File: src/rtl/uart_rx_os.sv
// 16x-oversampling UART receiver (8N1, optional parity) that pushes good bytes into the RX FIFO.
// Define UART_RX_PARITY_EN to add a parity bit, the PARITY state and the PARERR port.
`timescale 1ns/1ps

module uart_rx_os #(
  parameter int DIV_W      = 16,
  parameter bit PARITY_ODD = 1'b0
) (
  input  logic             CLK,
  input  logic             RST,
  input  logic             EN,
  input  logic [DIV_W-1:0] DIV,
  input  logic             RX,
  input  logic             ISFULL,
  output logic             WRITE,
  output logic [7:0]       DATA,
  output logic             FRAMEERR,
  output logic             OVERRUN,
`ifdef UART_RX_PARITY_EN
  output logic             PARERR,
`endif
  output logic             BUSY
);

  typedef enum logic [2:0] {
    ST_IDLE,
    ST_START,
    ST_DATA,
`ifdef UART_RX_PARITY_EN
    ST_PARITY,
`endif
    ST_STOP
  } state_t;

  state_t           state, state_n;
  logic             rx_meta, rxs;
  logic [DIV_W-1:0] div_eff, tick_cnt;
  logic             tick, start_go;
  logic [3:0]       scnt, scnt_n;
  logic [2:0]       bit_idx, bit_n;
  logic [7:0]       shr, shr_n, data_n;
  logic             armed, armed_n;
  logic             s7, s7_n, s8, s8_n, vote;
  logic             write_n, fe_n, ov_n;
`ifdef UART_RX_PARITY_EN
  logic             par_bad, par_bad_n, parerr_n;
`else
  logic             unused_parity_cfg;
  assign unused_parity_cfg = PARITY_ODD;
`endif

  // Synchroniser idles high so reset never looks like a start edge.
  // NOTE: every clocked process uses non-blocking assignments so all flops update together.
  always_ff @(posedge CLK or posedge RST) begin
    if (RST) begin
      rx_meta <= 1'b1;
      rxs     <= 1'b1;
    end else begin
      rx_meta <= RX;
      rxs     <= rx_meta;
    end
  end

  // Oversample tick; a divisor of 0 behaves as 1, and >= tolerates a divisor shrunk mid-count.
  assign div_eff = (DIV == '0) ? DIV_W'(1) : DIV;
  assign tick    = (tick_cnt >= div_eff - DIV_W'(1));

  always_ff @(posedge CLK or posedge RST) begin
    if (RST)                         tick_cnt <= '0;
    else if (!EN || start_go || tick) tick_cnt <= '0;
    else                             tick_cnt <= tick_cnt + DIV_W'(1);
  end

  // Majority of the three centre samples; the third sample is the live one at SCNT=9.
  assign vote = (s7 & s8) | (s7 & rxs) | (s8 & rxs);

  // NOTE: every output of this block gets a default first, so no latch can be inferred.
  always_comb begin
    state_n  = state;
    scnt_n   = scnt;
    bit_n    = bit_idx;
    shr_n    = shr;
    armed_n  = armed;
    s7_n     = s7;
    s8_n     = s8;
    data_n   = DATA;
    write_n  = 1'b0;
    fe_n     = 1'b0;
    ov_n     = 1'b0;
    start_go = 1'b0;
`ifdef UART_RX_PARITY_EN
    par_bad_n = par_bad;
    parerr_n  = 1'b0;
`endif
    if (!EN) begin
      state_n = ST_IDLE;
      armed_n = 1'b0;
    end else if (tick) begin
      if (state != ST_IDLE) begin
        scnt_n = scnt + 4'd1;
        if (scnt == 4'd7) s7_n = rxs;
        if (scnt == 4'd8) s8_n = rxs;
      end
      case (state)
        ST_IDLE: begin
          if (rxs) armed_n = 1'b1;
          else if (armed) begin
            state_n  = ST_START;
            scnt_n   = 4'd0;
            start_go = 1'b1;
          end
        end
        ST_START: begin
          if (scnt == 4'd9 && vote) state_n = ST_IDLE;
          else if (scnt == 4'd15) begin
            state_n = ST_DATA;
            bit_n   = 3'd0;
          end
        end
        ST_DATA: begin
          if (scnt == 4'd9) shr_n = {vote, shr[7:1]};
          if (scnt == 4'd15) begin
            if (bit_idx == 3'd7) begin
`ifdef UART_RX_PARITY_EN
              state_n = ST_PARITY;
`else
              state_n = ST_STOP;
`endif
            end else begin
              bit_n = bit_idx + 3'd1;
            end
          end
        end
`ifdef UART_RX_PARITY_EN
        ST_PARITY: begin
          if (scnt == 4'd9)  par_bad_n = (vote != (PARITY_ODD ? ~^shr : ^shr));
          if (scnt == 4'd15) state_n   = ST_STOP;
        end
`endif
        ST_STOP: begin
          // Leave at mid-stop so the next start edge is never missed.
          if (scnt == 4'd9) begin
            state_n = ST_IDLE;
            if (!vote) begin
              fe_n    = 1'b1;
              armed_n = 1'b0;
            end else if (ISFULL) begin
              ov_n = 1'b1;
`ifdef UART_RX_PARITY_EN
              parerr_n = par_bad;
`endif
            end else begin
              data_n  = shr;
              write_n = 1'b1;
`ifdef UART_RX_PARITY_EN
              parerr_n = par_bad;
`endif
            end
          end
        end
        default: state_n = ST_IDLE;
      endcase
    end
  end

  always_ff @(posedge CLK or posedge RST) begin
    if (RST) begin
      state    <= ST_IDLE;
      scnt     <= 4'd0;
      bit_idx  <= 3'd0;
      shr      <= 8'h00;
      armed    <= 1'b0;
      s7       <= 1'b1;
      s8       <= 1'b1;
      DATA     <= 8'h00;
      WRITE    <= 1'b0;
      FRAMEERR <= 1'b0;
      OVERRUN  <= 1'b0;
`ifdef UART_RX_PARITY_EN
      par_bad  <= 1'b0;
      PARERR   <= 1'b0;
`endif
    end else begin
      state    <= state_n;
      scnt     <= scnt_n;
      bit_idx  <= bit_n;
      shr      <= shr_n;
      armed    <= armed_n;
      s7       <= s7_n;
      s8       <= s8_n;
      DATA     <= data_n;
      WRITE    <= write_n;
      FRAMEERR <= fe_n;
      OVERRUN  <= ov_n;
`ifdef UART_RX_PARITY_EN
      par_bad  <= par_bad_n;
      PARERR   <= parerr_n;
`endif
    end
  end

  assign BUSY = (state != ST_IDLE);

endmodule
File: config.mk
export PLATFORM = sky130hd
export DESIGN_NAME = uart_rx_os
export DESIGN_NICKNAME = d
export VERILOG_FILES = /design/src/rtl/uart_rx_os.sv
export SDC_FILE = /design/constraint.sdc
export NUM_CORES = 1
export LEC_CHECK = 0
export CORE_ASPECT_RATIO = 1.75
export CORE_MARGIN = 5
export CORE_UTILIZATION = 51
export CTS_CLUSTER_DIAMETER = 60
export DETAILED_ROUTE_END_ITERATION = 8
export PLACE_DENSITY = 0.76
export SETUP_SLACK_MARGIN = 0.2
export SKIP_CTS_REPAIR_TIMING = 1
export SLEW_MARGIN = 25
export SYNTH_ARGS = -nofsm -noshare
export SYNTH_HDL_FRONTEND = slang
export SYNTH_SLANG_ARGS = --single-unit
File: constraint.sdc
create_clock -name CLK -period 2.18 [get_ports CLK]
set_input_delay 0.654 -clock CLK [delete_from_list [all_inputs] [get_ports CLK]]
set_output_delay 0.654 -clock CLK [all_outputs]
set_load 0.01 [all_outputs]
======== After elaboration in Yosys (flattened, before gate mapping) ========
Cells that the tools add are included.
operators by class
  $add $sub $neg .......................... 4
  $mul .................................... 0
  div/mod/pow operators ................... 0
  magnitude comparators ................... 1
  eq/ne operators ......................... 22
  shifts and indexed selects .............. 0
  multiplexer cells ....................... 49
  bitwise operators ....................... 6
  reductions and logical operators ........ 16
operators with widths
  kind                                                                    count
  3-bit two-way mux                                                       13
  16-bit two-way mux                                                      2
  1-bit two-way mux                                                       27
  3-bit != test (second input constant)                                   7
  16-bit by 1-bit adder with 16-bit output (second input constant)        1
  16-bit greater-or-equal comparator                                      1
  16-bit zero test                                                        1
  4-bit two-way mux                                                       4
  16-bit by 1-bit subtractor with 16-bit output (second input constant)   1
  7-bit AND reduction                                                     2
  4-bit equality test (second input constant)                             3
  3-bit one-hot mux with 4 select lines                                   1
  4-bit AND reduction                                                     3
  2-bit != test (second input constant)                                   4
  3-bit by 2-bit equality test with 1-bit output (second input constant)  2
  3-bit one-hot mux with 2 select lines                                   1
  6-bit AND reduction                                                     1
  5-bit AND reduction                                                     1
  4-bit by 1-bit adder with 4-bit output (second input constant)          1
  4-bit by 3-bit equality test with 1-bit output (second input constant)  1
  4-bit != test (second input constant)                                   1
  3-bit by 1-bit adder with 3-bit output (second input constant)          1
  1-bit bitwise AND                                                       3
  3-bit by 1-bit equality test with 1-bit output (second input constant)  1
  13 further kinds                                                        15
word-level totals
  register bits ........................... 50
  bits in latches ......................... 0
  RAM bits ................................ 0
  bits in read-only memories .............. 0
  input bits .............................. 21
  output and inout port bits .............. 12
  logic and storage cells ................. 112
  memories ................................ 0

======== Longest topological paths before layout ========
  depth in word-level cells ............... 9
  depth in mapped cells ................... 19
  gate-level depth less buffers ........... 18

======== Least setup slack after synthesis ========
No wires, ideal clock.
  kind .................................... input -> register
  from .................................... in DIV[12]
  to ...................................... reg state[1]
  setup time .............................. 0.124 ns
  arrival ................................. 3.793 ns
  setup slack ............................. -1.737 ns
  stages on the path ...................... 18
  path buffers ............................ 0
  cells stage by stage .................... nor4_1 and4b_1 nor2b_1 a21oi_1 ha_1 nand2b_1 nor2_2 nand2_1 or2_2 nor4_2 xnor2_1 ha_1 a21oi_1 a21boi_1 a2111oi_0 nand3_1 and3_1 a211o_1
between the ends
  longest elaborated chain between the ends .. 6
ends and longest elaborated chain
  item                                                         line  RTL
  start: declaration                                           12    input logic [DIV_W-1:0] DIV,
  16-bit zero test                                             65    assign div_eff = (DIV == '0) ? DIV_W'(1) : DIV;
  16-bit two-way mux *                                         65
  16-bit by 1-bit subtractor with 16-bit output *              66    assign tick = (tick_cnt >= div_eff - DIV_W'(1));
  16-bit greater-or-equal comparator *                         66
  2-bit by 1-bit != test with 1-bit output (no source line) *  --
  7-bit AND reduction (no source line) *                       --
  end signal: assignment                                       184   state <= state_n;
  end: declaration                                             35    state_t state, state_n;
Every way passes the cells marked *; elsewhere a longest branch is shown, timed or not.
A chain may end at the register's enable or synchronous reset.

======== Worst setup path after layout ========
  from .................................... in DIV[8]
  to ...................................... reg scnt[0]
between the ends
  longest elaborated chain between the ends .. 5
ends and longest elaborated chain
  item                                             line  RTL
  16-bit zero test                                 65
  16-bit two-way mux *                             65
  16-bit by 1-bit subtractor with 16-bit output *  66
  16-bit greater-or-equal comparator *             66
  2-bit AND reduction (no source line) *           --
  end signal: assignment                           185   scnt <= scnt_n;
  end: declaration                                 39    logic [3:0] scnt, scnt_n;
Marks and branches as above.

==> report_table.html <==
<table>
<tr><th>Metric</th><th>Value</th></tr>
<tr><th colspan="2">Synthesis</th></tr>
<tr><td>Number of enable flip-flop cells after synthesis</td><td>0</td></tr>
<tr><td>Cell area after synthesis</td><td>roughly 3000 um^2</td></tr>
<tr><td>Async set-reset flop share out of synthesis</td><td>100%</td></tr>
<tr><td>Distinct cell type count after synthesis</td><td>56</td></tr>
<tr><td>Main synth FF type</td><td>sky130_fd_sc_hd__dfrtp_1</td></tr>
<tr><td>Syn_nets</td><td>~340</td></tr>
<tr><td>Post-Synthesis Mean Instance Area</td><td>10.2 um^2</td></tr>
<tr><td>Number of warning messages in the yosys log</td><td>0</td></tr>
<tr><td>Count of mapped cells out of synthesis</td><td>290</td></tr>
<tr><td>Synth Register Bits</td><td>between 40 and 50</td></tr>
<tr><td>Share of synthesized area occupied by flip-flops and latches</td><td>41.4%</td></tr>
<tr><th colspan="2">Timing</th></tr>
<tr><td>Final cycle utilization of the critical path</td><td>173%</td></tr>
<tr><td>Final setup skew</td><td>around 0.0099 ns</td></tr>
<tr><td>Final number of max-transition violations</td><td>0</td></tr>
<tr><td>Worst hold margin</td><td>0.365 ns</td></tr>
<tr><td>Slew Limit Headroom</td><td>77.6%</td></tr>
<tr><td>Hold violation total from the final report</td><td>0</td></tr>
<tr><td>Highest achievable clock rate</td><td>about 0.27 GHz</td></tr>
<tr><td>Worst-margin pin slew</td><td>0.333 ns</td></tr>
<tr><td>Worst-case setup margin in the final layout</td><td>-1.59 ns</td></tr>
<tr><td>Number of setup violations in the final report</td><td>47</td></tr>
<tr><td>Unrepaired setup endpoints after global routing</td><td>yes</td></tr>
<tr><td>Post-route minimum period</td><td>3.77 ns</td></tr>
<tr><th colspan="2">Route</th></tr>
<tr><td>Via total after detailed routing</td><td>2589</td></tr>
<tr><td>1st-pass router iterations</td><td>6</td></tr>
<tr><td>Routed wire per std cell</td><td>15.7 um</td></tr>
<tr><td>Final routed DRC violation total</td><td>0</td></tr>
<tr><td>DR iter-0 viols</td><td>about 120</td></tr>
<tr><td>Total wire length after detailed routing</td><td>approximately 7.4 mm</td></tr>
<tr><td>Final ANT Viol Nets</td><td>0</td></tr>
<tr><td>Per-cell via count in the routed design</td><td>5.46</td></tr>
<tr><th colspan="2">Floorplanning</th></tr>
<tr><td>Area inside the core boundary</td><td>5630 um^2</td></tr>
<tr><td>Die Span X</td><td>67.7 um</td></tr>
<tr><td>Die H</td><td>111 um</td></tr>
<tr><td>Count of pins on the block boundary</td><td>33</td></tr>
<tr><td>Site row count</td><td>36</td></tr>
<tr><td>Die outline area</td><td>roughly 7500 um^2</td></tr>
<tr><td>Initial Util</td><td>52.8%</td></tr>
<tr><th colspan="2">Outcome</th></tr>
<tr><td>Outcome</td><td>complete, but fails checks</td></tr>
<tr><td>Violated checks</td><td>setup timing</td></tr>
<tr><th colspan="2">Global routing</th></tr>
<tr><td>First-pass GRT wire length</td><td>about 11 mm</td></tr>
<tr><td>Pin count of the biggest net entering global routing</td><td>31</td></tr>
<tr><td>Global route total overflow</td><td>0</td></tr>
<tr><td>Initial antenna violation count</td><td>0</td></tr>
<tr><td>Vias in the first global route</td><td>between 2000 and 3000</td></tr>
<tr><td>GR Util All Layers</td><td>roughly a fifth</td></tr>
<tr><th colspan="2">Power and ir drop</th></tr>
<tr><td>Largest vdd supply drop</td><td>214 uV</td></tr>
<tr><td>Power density over cell area</td><td>513 nW/um^2</td></tr>
<tr><td>Leak pwr</td><td>2.13 nW</td></tr>
<tr><th colspan="2">Worst setup path</th></tr>
<tr><td>Maximum fanout count along the critical path</td><td>5</td></tr>
<tr><td>Critical Path End Type</td><td>flop</td></tr>
<tr><td>Worst setup path class</td><td>in2reg</td></tr>
<tr><td>Launching element type of the critical path</td><td>input pin</td></tr>
<tr><td>Critical path arrival</td><td>3.96 ns</td></tr>
<tr><td>Data required time of the worst path</td><td>2.37 ns</td></tr>
<tr><th colspan="2">Flow run</th></tr>
<tr><td>Maximum Capacitance Violations</td><td>0</td></tr>
<tr><th colspan="2">Cells and area</th></tr>
<tr><td>Layout area overhead</td><td>44.0%</td></tr>
<tr><td>Layout Cells excl Fill</td><td>474</td></tr>
<tr><td>Share of layout cells above drive strength 1</td><td>38.7%</td></tr>
<tr><td>Diodes inserted</td><td>0</td></tr>
<tr><td>Most common cell after layout, fill and taps aside</td><td>sky130_fd_sc_hd__buf_4</td></tr>
<tr><td>Post-Route Utilization</td><td>76.0%</td></tr>
<tr><td>Fin nets</td><td>445</td></tr>
<tr><td>Commonest cells after routing, fill and taps aside</td><td>sky130_fd_sc_hd__buf_4, sky130_fd_sc_hd__dfrtp_1, sky130_fd_sc_hd__nor2_1</td></tr>
<tr><th colspan="2">Clock tree</th></tr>
<tr><td>Clock-pin slew of the registers on the worst-case setup and hold paths</td><td>0.09 ns</td></tr>
<tr><td>Worst-skew pair later-pin latency</td><td>0.31 ns</td></tr>
<tr><td>Root buffer cell</td><td>sky130_fd_sc_hd__clkbuf_8</td></tr>
<tr><td>Clock tree buffer depth</td><td>2</td></tr>
<tr><td>Number of CTS-inserted buffers</td><td>5</td></tr>
<tr><td>Clock tree from TritonCTS</td><td>done</td></tr>
<tr><td>Level count of the clock H-tree</td><td>2</td></tr>
<tr><td>CTS sink count</td><td>49</td></tr>
<tr><th colspan="2">Placement</th></tr>
<tr><td>Instance count after placement with tap cells included</td><td>approximately 460</td></tr>
<tr><td>Gp weighted congestion</td><td>0.840</td></tr>
<tr><td>Post-detail-place hpwl</td><td>roughly 5.5 mm</td></tr>
<tr><td>Port bufs</td><td>32</td></tr>
<tr><th colspan="2">Min path</th></tr>
<tr><td>Type of the most critical hold path</td><td>reg2reg</td></tr>
</table>
Yosys cell counts, drive strengths merged (2+ instances only):
cell type / number / share of area, %
o211a: 2 / 0.67
o311ai: 2 / 0.84
and3: 5 / 1.1
a21oi: 11 / 2.0
nor4: 4 / 1.1
xor2: 12 / 3.5
o32ai: 2 / 0.59
dfrtp: 45 / 38
nor2b: 5 / 1.1
a31oi: 3 / 0.63
ha: 27 / 11
buf: 3 / 0.63
nor2: 31 / 4.0
a211oi: 2 / 0.51
mux2i: 3 / 1.0
and4: 2 / 0.63
xnor2: 13 / 3.8
and2: 3 / 0.63
nand2: 21 / 2.7
inv: 17 / 2.1
mux2: 19 / 7.2
nand4: 5 / 1.3
dfstp: 4 / 3.5
or3: 3 / 0.97
o21ai: 2 / 0.34
nand3: 18 / 3.4
nor3: 6 / 1.0
nor3b: 2 / 0.67
metal layers:
metal / GRT usage, % / vias to the layer above / routed length (um)
met5: 0 / - / 0
met4: 12.6 / 0 / 425
met3: 2.54 / 34 / 269
met2: 34.5 / 80 / 4110
met1: 20.0 / 1231 / 2640
li1: - / 1244 / -
metrics by stage:
step                      power [mW]  instance area [um^2]  setup TNS, ns  setup WS, ns
after floorplan                 1.31                  3090         -65.31         -1.53
after global placement          1.57                  3970         -98.01         -2.26
after detailed placement        1.59                  3970        -103.60         -2.43
after CTS                       2.16                  4060         -87.72         -2.09
after global routing            2.32                  4280         -78.05         -1.75
final                           2.19                  4280         -70.36         -1.59
report_power, final:
part / internal, mW / switching [mW] / leakage (nW)
sequential: 0.943 / 0.0268 / 0.642
clock: 0.232 / 0.335 / 0.0447
combinational: 0.319 / 0.338 / 1.44
total: 1.49 / 0.700 / 2.13
state kept, by name, summed over array words and instances, names as in the netlist:
signal,flops
scnt,4
rx_meta,1
state,2
s7,1
FRAMEERR,1
DATA,8
bit_idx,3
shr,8
OVERRUN,1
tick_cnt,16
rxs,1
s8,1
WRITE,1
armed,1
final cells by class:
cell class	count	area, um^2
Tap cell	76	95.1
Fill cell	383	1350
Multi-Input combinational cell	221	1890
Inverter	17	63.8
Clock inverter	3	25.0
Clock buffer	5	68.8
Timing Repair Buffer	103	911
Sequential cell	49	1230
final timing paths:
kind                                  startpoint                     to  slack [ns]  cells past startpoint
max in group asynchronous                    RST   state[1]$_DFFE_PP0P_        1.19                      3
setup reg to reg           tick_cnt[1]$_DFF_PP0_    scnt[0]$_DFFE_PP0P_       -0.18                     10
min in group asynchronous                    RST  tick_cnt[8]$_DFF_PP0_        0.56                      2
setup / recovery                          DIV[8]    scnt[0]$_DFFE_PP0P_       -1.59                     22
hold / removal                 rx_meta$_DFF_PP1_          rxs$_DFF_PP1_        0.36                      0
hold reg to reg                rx_meta$_DFF_PP1_          rxs$_DFF_PP1_        0.36                      0
kinds of logic after synthesis:
family	count (synthesis)	synth area share, %
xor+xnor	25	7.37
mux	22	8.21
buf+inv	21	2.90
compound gates	34	8.30
flops	49	41.4
fa+ha+maj	28	11.7
simple gates	111	20.0
worst max-delay path: stages:
cell and delay [ns]:
sky130_fd_sc_hd__buf_8 0.08, sky130_fd_sc_hd__nor4_4 0.04, sky130_fd_sc_hd__and4b_1 0.21, sky130_fd_sc_hd__nor2b_4 0.14, sky130_fd_sc_hd__a21oi_4 0.19, sky130_fd_sc_hd__ha_4 0.17, sky130_fd_sc_hd__nand2b_4 0.06, sky130_fd_sc_hd__nor2_4 0.12
sky130_fd_sc_hd__nand2_2 0.06, sky130_fd_sc_hd__or2_4 0.26, sky130_fd_sc_hd__nor4_4 0.21, sky130_fd_sc_hd__xnor2_1 0.11, sky130_fd_sc_hd__ha_1 0.36, sky130_fd_sc_hd__a21oi_2 0.16, sky130_fd_sc_hd__a21boi_2 0.08, sky130_fd_sc_hd__a211oi_2 0.25
sky130_fd_sc_hd__nand3_2 0.19, sky130_fd_sc_hd__buf_6 0.18, sky130_fd_sc_hd__buf_6 0.12, sky130_fd_sc_hd__buf_6 0.11, sky130_fd_sc_hd__a31oi_1 0.16, sky130_fd_sc_hd__a21oi_1 0.06
Note: power is estimated with default switching activity, not from simulation.
